File: src/rtl/adder_result_accumulator.sv
// Accumulates blocks of 9-bit adder results into a wide total.
// Emits one total per block over a valid/ready output stream.
module adder_result_accumulator #(
  parameter int BLOCK_LEN = 4,
  parameter int ACC_WIDTH = 16,
  localparam int CW = $clog2(BLOCK_LEN + 1)
) (
  input  logic                 clk,
  input  logic                 rst_n,
  input  logic                 in_valid,
  output logic                 in_ready,
  input  logic                 in_carry,
  input  logic [7:0]           in_sum,
  input  logic                 flush,
  output logic                 out_valid,
  input  logic                 out_ready,
  output logic [ACC_WIDTH-1:0] out_data,
  output logic [CW-1:0]        out_count,
  output logic                 out_overflow
);

  localparam logic [0:0] ACCUM = 1'b0;
  localparam logic [0:0] HOLD  = 1'b1;

  logic [0:0]           state;
  logic [ACC_WIDTH-1:0] acc;
  logic [CW-1:0]        cnt;
  logic                 ovf;

  logic                 accept;
  logic                 close;
  logic [ACC_WIDTH-1:0] addend;
  logic [ACC_WIDTH:0]   add_full;
  logic [ACC_WIDTH-1:0] nxt_acc;
  logic [CW-1:0]        nxt_cnt;
  logic                 nxt_ovf;

  assign in_ready  = (state == ACCUM);
  assign out_valid = (state == HOLD);

  assign accept   = in_valid && in_ready;
  assign addend   = ACC_WIDTH'({in_carry, in_sum});
  assign add_full = {1'b0, acc} + {1'b0, addend};

  // Next values include the current beat so a closing beat lands in the total
  always_comb begin
    nxt_acc = acc;
    nxt_cnt = cnt;
    nxt_ovf = ovf;
    if (accept) begin
      nxt_acc = add_full[ACC_WIDTH-1:0];
      nxt_cnt = cnt + CW'(1);
      nxt_ovf = ovf | add_full[ACC_WIDTH];
    end
  end

  always_comb begin
    close = 1'b0;
    if (state == ACCUM) begin
      close = (accept && (cnt == CW'(BLOCK_LEN - 1)))
           || (flush && ((cnt != '0) || accept));
    end
  end

  always_ff @(posedge clk or negedge rst_n) begin
    if (!rst_n) begin
      state        <= ACCUM;
      acc          <= '0;
      cnt          <= '0;
      ovf          <= 1'b0;
      out_data     <= '0;
      out_count    <= '0;
      out_overflow <= 1'b0;
    end else begin
      if (close) begin
        out_data     <= nxt_acc;
        out_count    <= nxt_cnt;
        out_overflow <= nxt_ovf;
        acc          <= '0;
        cnt          <= '0;
        ovf          <= 1'b0;
        state        <= HOLD;
      end else if (accept) begin
        acc <= nxt_acc;
        cnt <= nxt_cnt;
        ovf <= nxt_ovf;
      end else if ((state == HOLD) && out_ready) begin
        state <= ACCUM;
      end
    end
  end

endmodule

File: config.mk
export PLATFORM = sky130hd
export DESIGN_NAME = adder_result_accumulator
export DESIGN_NICKNAME = d
export VERILOG_FILES = /design/src/rtl/adder_result_accumulator.sv
export SDC_FILE = /design/constraint.sdc
export NUM_CORES = 1
export LEC_CHECK = 0
export CORE_MARGIN = 5
export CORE_UTILIZATION = 40
export DETAILED_ROUTE_END_ITERATION = 10
export PLACE_DENSITY = 0.7
export SYNTH_ARGS = -nofsm -noshare
export SYNTH_HDL_FRONTEND = slang
export SYNTH_SLANG_ARGS = --single-unit
File: constraint.sdc
create_clock -name clk -period 3.2 [get_ports clk]
set_clock_uncertainty 0.15 [all_clocks]
set_input_delay 0.32 -clock clk [delete_from_list [all_inputs] [get_ports clk]]
set_output_delay 0.32 -clock clk [all_outputs]
set_load 0.02 [all_outputs]
==> After elaboration in Yosys (flattened, before gate mapping) <==
Index checks and enable logic that the tools add are counted.
{ "word_totals": {"output_inout_bits": 22, "word_cells": 36, "regBits": 41} }
{ "op_classes": {"n_bitwise": 2, "n_eq_ne": 2, "n_addsub": 2, "muxes": 13, "n_reduce_logical": 10} }
{ "op_table": {"columns": ["op", "count"], "rows": [
  ["16-bit two-way mux", 3],
  ["16-bit by 9-bit adder with 17-bit output", 1],
  ["3-bit two-way mux", 3],
  ["1-bit two-way mux", 7],
  ["1-bit logical AND", 4],
  ["2-bit nonzero test", 2],
  ["3-bit by 1-bit adder with 3-bit output (second input constant)", 1],
  ["3-bit by 2-bit == test with 1-bit output (second input constant)", 1],
  ["3-bit nonzero test", 1],
  ["1-bit logical OR", 2],
  ["2-bit by 1-bit != test with 1-bit output (second input constant)", 1],
  ["2-bit AND reduction", 1],
  ["1-bit NOT", 1],
  ["1-bit OR", 1]
]} }

==> Longest topological paths before layout <==
Gate-level depths: netlist of the first run.
{ "logic_depth": {"depth_word": 8, "mapped_depth": 9, "ltp_nobuf": 8} }

==> Worst setup path after synthesis of the first run <==
No wires, ideal clock.
{ "synth_timing": {"path_type": "register to register", "start": "reg acc[0]", "end": "reg out_data[12]", "path_stages_with_launch": 9, "t_arrival_ns": 2.014, "n_path_buf": 0, "slack_ns": 0.906, "period_less_slack_ns": 2.294, "setup_time_ns": 0.130, "cell_sequence": "dfrtp_1 -> ha_1 -> fa_1 -> a21o_1 -> a221oi_2 -> o221a_4 -> nor2_1 -> xnor2_1 -> o21ai_1"} }
{ "synth_via": {"elab_chain_cells": 2} }
{ "synth_rtl": {"columns": ["item", "line", "source"], "rows": [
  ["start: declaration", "26", "logic [ACC_WIDTH-1:0] acc;"],
  ["start signal: assignment", "84", "acc <= nxt_acc;"],
  ["16-bit by 9-bit adder with 17-bit output", "43", "assign add_full = {1'b0, acc} + {1'b0, addend};"],
  ["16-bit two-way mux", "50", "if (accept) begin"],
  ["end signal: assignment", "76", "out_data <= nxt_acc;"],
  ["end: declaration", "17", "output logic [ACC_WIDTH-1:0] out_data,"]
]} }
No other way between the ends.
A chain may end at the register's enable or synchronous reset.

==> Worst setup path in the final report of the first run <==
{ "layout_timing": {"start": "in in_sum[0]", "end": "reg out_data[12]"} }
{ "layout_via": {"elab_chain_cells": 2} }
{ "layout_rtl": {"columns": ["item", "line", "source"], "rows": [
  ["start: declaration", "13", "input logic [7:0] in_sum,"],
  ["16-bit by 9-bit adder with 17-bit output", "43", null],
  ["16-bit two-way mux", "50", null]
]} }
No other way between the ends.

==> results summary, run 1 <==
The final number of max-transition violations came out at 0. Headroom to the max-slew limit came out at 0.414. The initial antenna violation count is 0. The count of final hold-check violations came to 32. STA classifies the critical path endpoint as a flop. For this run, the total global-route usage over all layers was measured as 0.151. The number of storage elements in the synthesis netlist came out at 41.

The number of buffers inserted by hold repair at cts came out at 0. The number of library cell types mapped by synthesis is 36. The accumulated negative setup slack came out at 0 ns. The global-route congestion overflow total is 0. The number of top-level pins is 36. The clock tree from TritonCTS is built.

The peak supply drop came out at 0.318 mV. The leakage dissipation came out at approximately 1.2 nW. The number of cells produced by synthesis is approximately 220. The count of buffers inserted at the top-level ports is 35. The number of nets handed over by synthesis was 248. STA puts the critical path data arrival time at 2.57 ns. The min-delay analysis places its worst path in the category in -> async.

The peak per-stage delay on the critical path is 0.41 ns. Timing would allow up to 394 MHz. The maximum fanout encountered on the critical timing path is 4. The floorplan die area came out at 6760 um^2. The critical path starts at in_sum[0]. The post-route antenna net violation count is 0. The total power divided by cell area came out at 820 nW/um^2.

The synthesized area divided by synthesized cell count is 9.44 um^2. The post-detailed-route via-to-cell ratio is just under 5. The number of instances resized during post-cts repair is 0. Across the run, the number of max-cap violations was 0. The most frequent standard cell in the layout excluding fill and tap cells is dfrtp_1. Detailed placement finished with a half-perimeter wire length of 3300 um. The largest buffer count on any clock path is 2. Setup repair after global routing left no endpoint under its margin. For this run, design rule violations remaining after detail routing come to 0.

The largest net degree at the start of global routing is 42. The number of nets at the end of the flow came out at 285. The required time reported for the critical path endpoint is 3.24 ns.

The number of diodes is 0. After detailed routing, the average wire length per cell comes to 13.5 um. The library cells used most frequently in the layout, excluding fill and tap cells, are dfrtp_1 (41), clkdlybuf4s50_1 (34), nor2_1 (33), nand2_1 (31), o21ai_0 (22). The register clock-pin slew on the reported worst setup and hold paths is 0.08 ns. The flow ran to the end, but the final reports show violations. The floorplan row count came out at 26. After layout, the design draws a total of 0.00214 W. The total instance count after detailed placement came out at roughly 320. The post-synthesis to final-layout area growth came out at 25.4%. The number of design-rule violations left by the first detailed-router iteration is 63. Traced cell by cell, the critical path runs through clkdlybuf4s50_1 -> ha_1 -> fa_1 -> a21o_1 -> a221oi_2 -> o221a_4 -> nor2_1 -> xnor2_1 -> o21ai_1. The initial utilization of the core area, before any placement, comes to 0.411.

The share of the Yosys chip area taken by registers is 0.492. The number of clock sinks came out at 41. The via count of the first global-routing pass is between 1,500 and 2,000. The first global-routing pass estimated 7710 um of wire. The kind of critical path is in -> reg. In the final layout, the share of cells above drive strength 1 is 0.0811. The pre-antenna-repair detailed-routing pass consisted of 4 iterations. The checks that failed: negative hold slack.

The post-layout instance count excluding filler cells is 329. The worst setup path is launched from a primary input. Routability-driven placement finished with a final weighted congestion of around 0.77. The total wire length after detailed routing came out at 4430 um. The clock insertion delay at the later pin of the skew report came out at 0.29 ns.

In this run the cell area of the synthesized design comes to roughly 2100 um^2. The worst register-to-register path begins at acc[0]$_DFFE_PN0P_. The number of clock buffers added by TritonCTS is 5. The slew at the pin with the worst max-slew slack is just under 0.9 ns. The core area came out at slightly above 5000 um^2. The die height is 82.2 um. The core utilization of the finished layout came out at 0.516. The clock tree synthesis step divided the H-tree into 2 levels. The shortest clock period the worst path allows after layout came out at 2.54 ns. The number of vias in the routed layout came out at 1,617. The final critical-path share of the clock period is 0.792. The final setup violation count came out at 0. The minimum hold slack is -0.0101 ns.

The total setup buffers inserted after CTS came out at 0. Yosys printed 0 warnings. From left edge to right edge, the die measures a little over 80 um. The slowest stage of the critical path belongs to the cell fa_1. The tree is rooted in a clkbuf_8.
-- stage by stage --
stage          cell area, um^2  setup WS [ns]
3_3_place_gp              2510          0.382
2_1_floorplan             2090          0.906
3_5_place_dp              2510          0.375
5_1_grt                   2620          0.548
4_1_cts                   2620          0.678
6_report                  2620          0.665
-- area by class of cell --
| type | count | area (um^2) |
|---|---|---|
| Clock inverter | 1 | 5.00 |
| Sequential cell | 41 | 1030 |
| Tap cell | 70 | 87.6 |
| Inverter | 9 | 33.8 |
| Clock buffer | 7 | 96.3 |
| Multi-Input combinational cell | 161 | 985 |
| Fill cell | 496 | 2460 |
| Timing Repair Buffer | 40 | 383 |
-- layer usage --
metal	vias up	global-route usage	wire length, um
li1	820	-	-
met1	763	0.198	2120
met2	29	0.238	2060
met3	5	0.0390	175
met4	0	0.0548	76
met5	-	0	0
-- state kept, by name, summed over array words and instances, names as in the netlist --
register and count:
out_overflow 1, acc 16, out_valid 1, cnt 3
out_data 16, out_count 3, ovf 1
-- power breakdown --
part	total [W]	switching, W	internal, W
sequential	0.000750	0.0000907	0.000660
combinational	0.00102	0.000588	0.000434
clock	0.000371	0.000177	0.000195
total	0.00214	0.000855	0.00129
-- final timing paths --
| kind | to | slack [ns] | depth (start not counted) |
|---|---|---|---|
| setup / recovery | out_data[12]$_DFFE_PN0P_ | 0.66 | 9 |
| hold / removal | out_count[2]$_DFFE_PN0P_ | -0.01 | 1 |
| setup reg to reg | out_data[12]$_DFFE_PN0P_ | 0.70 | 8 |
| hold reg to reg | out_data[0]$_DFFE_PN0P_ | 0.33 | 2 |
| max in group asynchronous | acc[5]$_DFFE_PN0P_ | 2.36 | 1 |
| min in group clk | out_data[0]$_DFFE_PN0P_ | 0.33 | 2 |
-- cell usage after synthesis --
library cell,count,share of area
o21bai_1,1,0.0036
nor3_1,3,0.0072
nand4b_1,1,0.0042
inv_1,9,0.016
xnor2_2,1,0.0078
nand3b_1,1,0.0036
o21ai_1,4,0.0096
and3_2,1,0.0036
a31o_2,1,0.0042
nand4_1,1,0.0030
mux2i_1,3,0.014
o21ai_2,1,0.0042
xor2_1,2,0.0084
o21ai_0,22,0.053
o211ai_1,2,0.0072
a221oi_2,1,0.0072
o221a_4,1,0.0096
a21oi_1,12,0.029
and3_1,2,0.0060
ha_1,12,0.072
fa_1,1,0.0096
clkbuf_1,6,0.011
dfrtp_1,41,0.49
a211oi_1,1,0.0036
o32ai_1,1,0.0042
nand2_1,31,0.056
nor2b_1,1,0.0030
a21o_1,2,0.0072
nor2_1,33,0.059
xnor2_1,11,0.046
buf_2,3,0.0072
nand3_1,5,0.012
a311oi_1,1,0.0042
nor3b_2,1,0.0060
clkbuf_2,1,0.0024
a21boi_0,1,0.0036
-- worst max-delay path: cells and delay by family --
kind	cells	cell delay (ns)
AOI/OAI and AO/OA	4	0.97
adders and majority gates	2	0.64
buffers and inverters	1	0.40
xor gates and xnor gates	1	0.18
and+or+nand+nor	1	0.06
-- logic make-up after synthesis --
| logic type | share of synthesized area |
|---|---|
| AOI/OAI and AO/OA | 0.150 |
| adders and majority gates | 0.0815 |
| muxes | 0.0144 |
| xor gates and xnor gates | 0.0624 |
| buffers and inverters | 0.0366 |
| DFF | 0.492 |
| and+or+nand+nor | 0.164 |
Note: power is estimated with default switching activity, not from simulation.
==> run 2, diff against run 1 <==
clock period = 2.35 ns   (was 3.2 ns; I/O delays follow)
==> results summary, run 2 (synthesis gave the netlist of run 1 again) <==
Result of the run: finished clean (was complete, but fails checks). The shortest clock period the worst path allows after layout came out at 2.30 ns. The switching part of the total is 0.379 (was 0.399). The count of buffers inserted at the top-level ports came to 35 (unchanged).

The maximum fanout encountered on the critical timing path is 4 (unchanged). Unrepaired setup endpoints after global routing: yes (was no). The most frequent standard cell in the layout excluding fill and tap cells is dfrtp_1 (unchanged). The largest buffer count on any clock path came to 2 (unchanged). The clock tree from TritonCTS is built (unchanged). The critical path's slowest cell was dfrtp_1 (was fa_1).

The post-synthesis to final-layout area growth is 36.8% (was 25.4%). Most frequent cells in the layout: dfrtp_1 (41), clkdlybuf4s50_1 (34), nand2_1 (31), nor2_1 (29), buf_4 (25) (was dfrtp_1 (41), clkdlybuf4s50_1 (34), nor2_1 (33), nand2_1 (31), o21ai_0 (22)). The signal arrival time at the worst endpoint is 2.33 ns (was 2.57 ns). The number of remaining DRC errors came out at 0 (unchanged). The post-layout instance count excluding filler cells came out at 351 (was 329).

The number of clock sinks was 41 (unchanged). The clock insertion delay at the later pin of the skew report is 0.29 ns (about the same). The core area is 5070 um^2 (unchanged).

The final critical-path share of the clock period came out at 0.977. Biggest registers after layout: acc (16), out_data (16) (unchanged). The peak supply drop came to 0.449 mV (was 0.318 mV).

The number of design-rule violations left by the first detailed-router iteration came out at 67 (was 63). The chip width is 82.2 um (unchanged). The class of the tightest hold or removal check was in -> async (unchanged). The root cell of the clock tree is clkbuf_8 (unchanged).

The floorplan row count is 26 (unchanged). The global-route wire length before repair is 7650 um (was 7710 um). The number of max-capacitance violations reported was 0 (unchanged). The total routing resource utilization after global routing is 0.147 (was 0.151). Timing would allow up to 436 MHz.

The final setup violation count is 0 (unchanged). The total wire length after detailed routing was 4600 um (was 4430 um). The number of levels the H-tree was split into was 2 (unchanged). The total internal power is 0.00200 W (was 0.00129 W). The endpoint type of the worst setup path is a flop (unchanged). The sequential share of power is 0.317 (was 0.350).

The number of nets at the end of the flow came out at 307 (was 285). The number of iterations in the first detailed-routing pass was 4 (unchanged). The total instance count after detailed placement is 340 (was 321).

The worst max-slew margin expressed relative to the limit came out at 0.734 (was 0.414). The register clock-pin slew on the reported worst setup and hold paths is 0.08 ns (about the same). The switching component of the power is 0.00122 W (was 0.000855 W). The via count of the first global-routing pass came out at 1,635 (was 1,679). The minimum hold slack is 0.246 ns (was -0.0101 ns). The total of fill cells in the finished design was 470 (was 496). Cell chain of the critical path: ha_2 -> fa_2 -> a21o_1 -> a221oi_2 -> buf_4 -> o221a_4 -> nor3b_2 -> xnor2_1 -> o21ai_1 (was clkdlybuf4s50_1 -> ha_1 -> fa_1 -> a21o_1 -> a221oi_2 -> o221a_4 -> nor2_1 -> xnor2_1 -> o21ai_1).

The number of top-level pins came out at 36 (unchanged). The combined area of the multi-input logic cells came out at 1030 um^2 (was 985 um^2). The slew at the pin with the worst max-slew slack came out at 0.398 ns (was 0.879 ns). The leakage dissipation is 1.28 nW (was 1.16 nW).

The post-detailed-placement half-perimeter wirelength is 3410 um (was 3300 um). The number of diodes is 0 (unchanged). The placer congestion estimate came to 0.775 (was 0.774). The post-route antenna net violation count is 0 (unchanged). The required time reported for the critical path endpoint was 2.38 ns (was 3.24 ns). The power share of the clock group was 0.180 (was 0.173). The kind of critical path is reg -> reg (was in -> reg).

The total area of sequential cells came out at 1030 um^2 (unchanged). The total power divided by cell area is 1130 nW/um^2 (was 820 nW/um^2). The number of cells on the worst reg-to-reg path is 9 (was 8). The routed wirelength normalized by instance count came to 13.1 um (was 13.5 um). The post-detailed-route via-to-cell ratio was 4.92 (was 4.91).

The number of buffers added by the clock tree synthesis step is 5 (unchanged). The power share of the combinational group is 0.502 (was 0.477). The endpoint of the worst register-to-register path is out_data[14]$_DFFE_PN0P_ (was out_data[12]$_DFFE_PN0P_). The global-route congestion overflow total came out at 0 (unchanged). The floorplan die area is 6760 um^2 (unchanged). The initial antenna violation count is 0 (unchanged).

The die height is 82.2 um (unchanged). The initial standard-cell utilization of the core came out at 0.411 (unchanged). The critical path launch point type is a flop (was primary input). The largest net degree at the start of global routing is 30 (was 42). The ratio of cells with drive above 1 in the final layout is 0.181 (was 0.0811). The launching point of the worst reg2reg path is acc[0]$_DFFE_PN0P_ (unchanged). The peak per-stage delay on the critical path came out at 0.39 ns (was 0.41 ns). The number of vias in the routed layout is 1,726 (was 1,617). The core utilization of the finished layout is 0.562 (was 0.516). The slack of the worst reg-to-reg path is 0.05 ns (was 0.70 ns). The final number of max-transition violations came to 0 (unchanged). The count of final hold-check violations came out at 0 (was 32).
run 2: cell count changes in the layout (fill, tap and decap cells not counted), sizes merged:
cell | before | now
buf | 6 | 27
bufinv | 0 | 1
clkinv | 1 | 0
dlygate4sd3 | 0 | 1
run 2: timing repair:
action / CTS / global route
buffers inserted: 0 / 2
pin swaps: 0 / 7
setup endpoints to repair: 5 / 16
hold endpoints to repair: 17 / 0
hold buffers: 1 / 0
gates resized for setup: 1 / 13
run 2: cell type report:
class                   count  share of cell area
flip-flops and latches     41               0.359
well taps                  70              0.0307
clock buffers               7              0.0302
multi-input cells         161               0.360
repair buffers             62               0.197
clock inverters             1              0.0105
inverters                   9              0.0118
run 2: power groups by stage:
stage               sequential [W]  combinational (W)  clock (W)
finish                     0.00102            0.00162   0.000581
global route               0.00105            0.00181   0.000627
global placement           0.00103            0.00153          0
CTS                        0.00103            0.00158   0.000597
floorplan                  0.00114           0.000810          0
detailed placement         0.00104            0.00157          0
run 2: stage by stage:
step	setup slack (ns)	instance area, um^2	total power (W)	TNS, ns
final	0.0541	2850	0.00322	0
after global routing	-0.0380	2850	0.00348	-0.165
after CTS	0.00129	2800	0.00321	0
after detailed placement	-0.342	2670	0.00261	-3.51
after global placement	-0.311	2670	0.00256	-3.18
after floorplan	0.0559	2090	0.00195	0
run 2: worst max path at each step:
stage,from,endpoint,slack [ns],cells past startpoint
after CTS,acc[0]$_DFFE_PN0P_,out_data[6]$_DFFE_PN0P_,0.001,10
after floorplan,acc[0]$_DFFE_PN0P_,out_data[12]$_DFFE_PN0P_,0.06,8
after detailed placement,in_sum[0],out_data[6]$_DFFE_PN0P_,-0.34,11
after global routing,acc[0]$_DFFE_PN0P_,out_data[6]$_DFFE_PN0P_,-0.04,10
after global placement,in_sum[0],out_data[6]$_DFFE_PN0P_,-0.31,11
final,acc[0]$_DFFE_PN0P_,out_data[14]$_DFFE_PN0P_,0.05,9
run 2: layer usage:
| layer | wire length [um] | vias to the layer above | global-route usage |
|---|---|---|---|
| met5 | 0 | - | 0 |
| met4 | 62 | 0 | 0.0449 |
| met3 | 186 | 5 | 0.0369 |
| met2 | 2220 | 28 | 0.236 |
| met1 | 2140 | 828 | 0.196 |
| li1 | - | 865 | - |
run 2: worst max-delay path: cells and delay by family (launching register included):
| family | cells | cell delay (ns) |
|---|---|---|
| AND/OR/NAND/NOR | 1 | 0.06 |
| XOR/XNOR | 1 | 0.18 |
| AO/OA/AOI/OAI | 4 | 0.71 |
| adder cells (fa/ha/maj) | 2 | 0.53 |
| buffers and inverters | 1 | 0.17 |
| flip-flops | 1 | 0.39 |
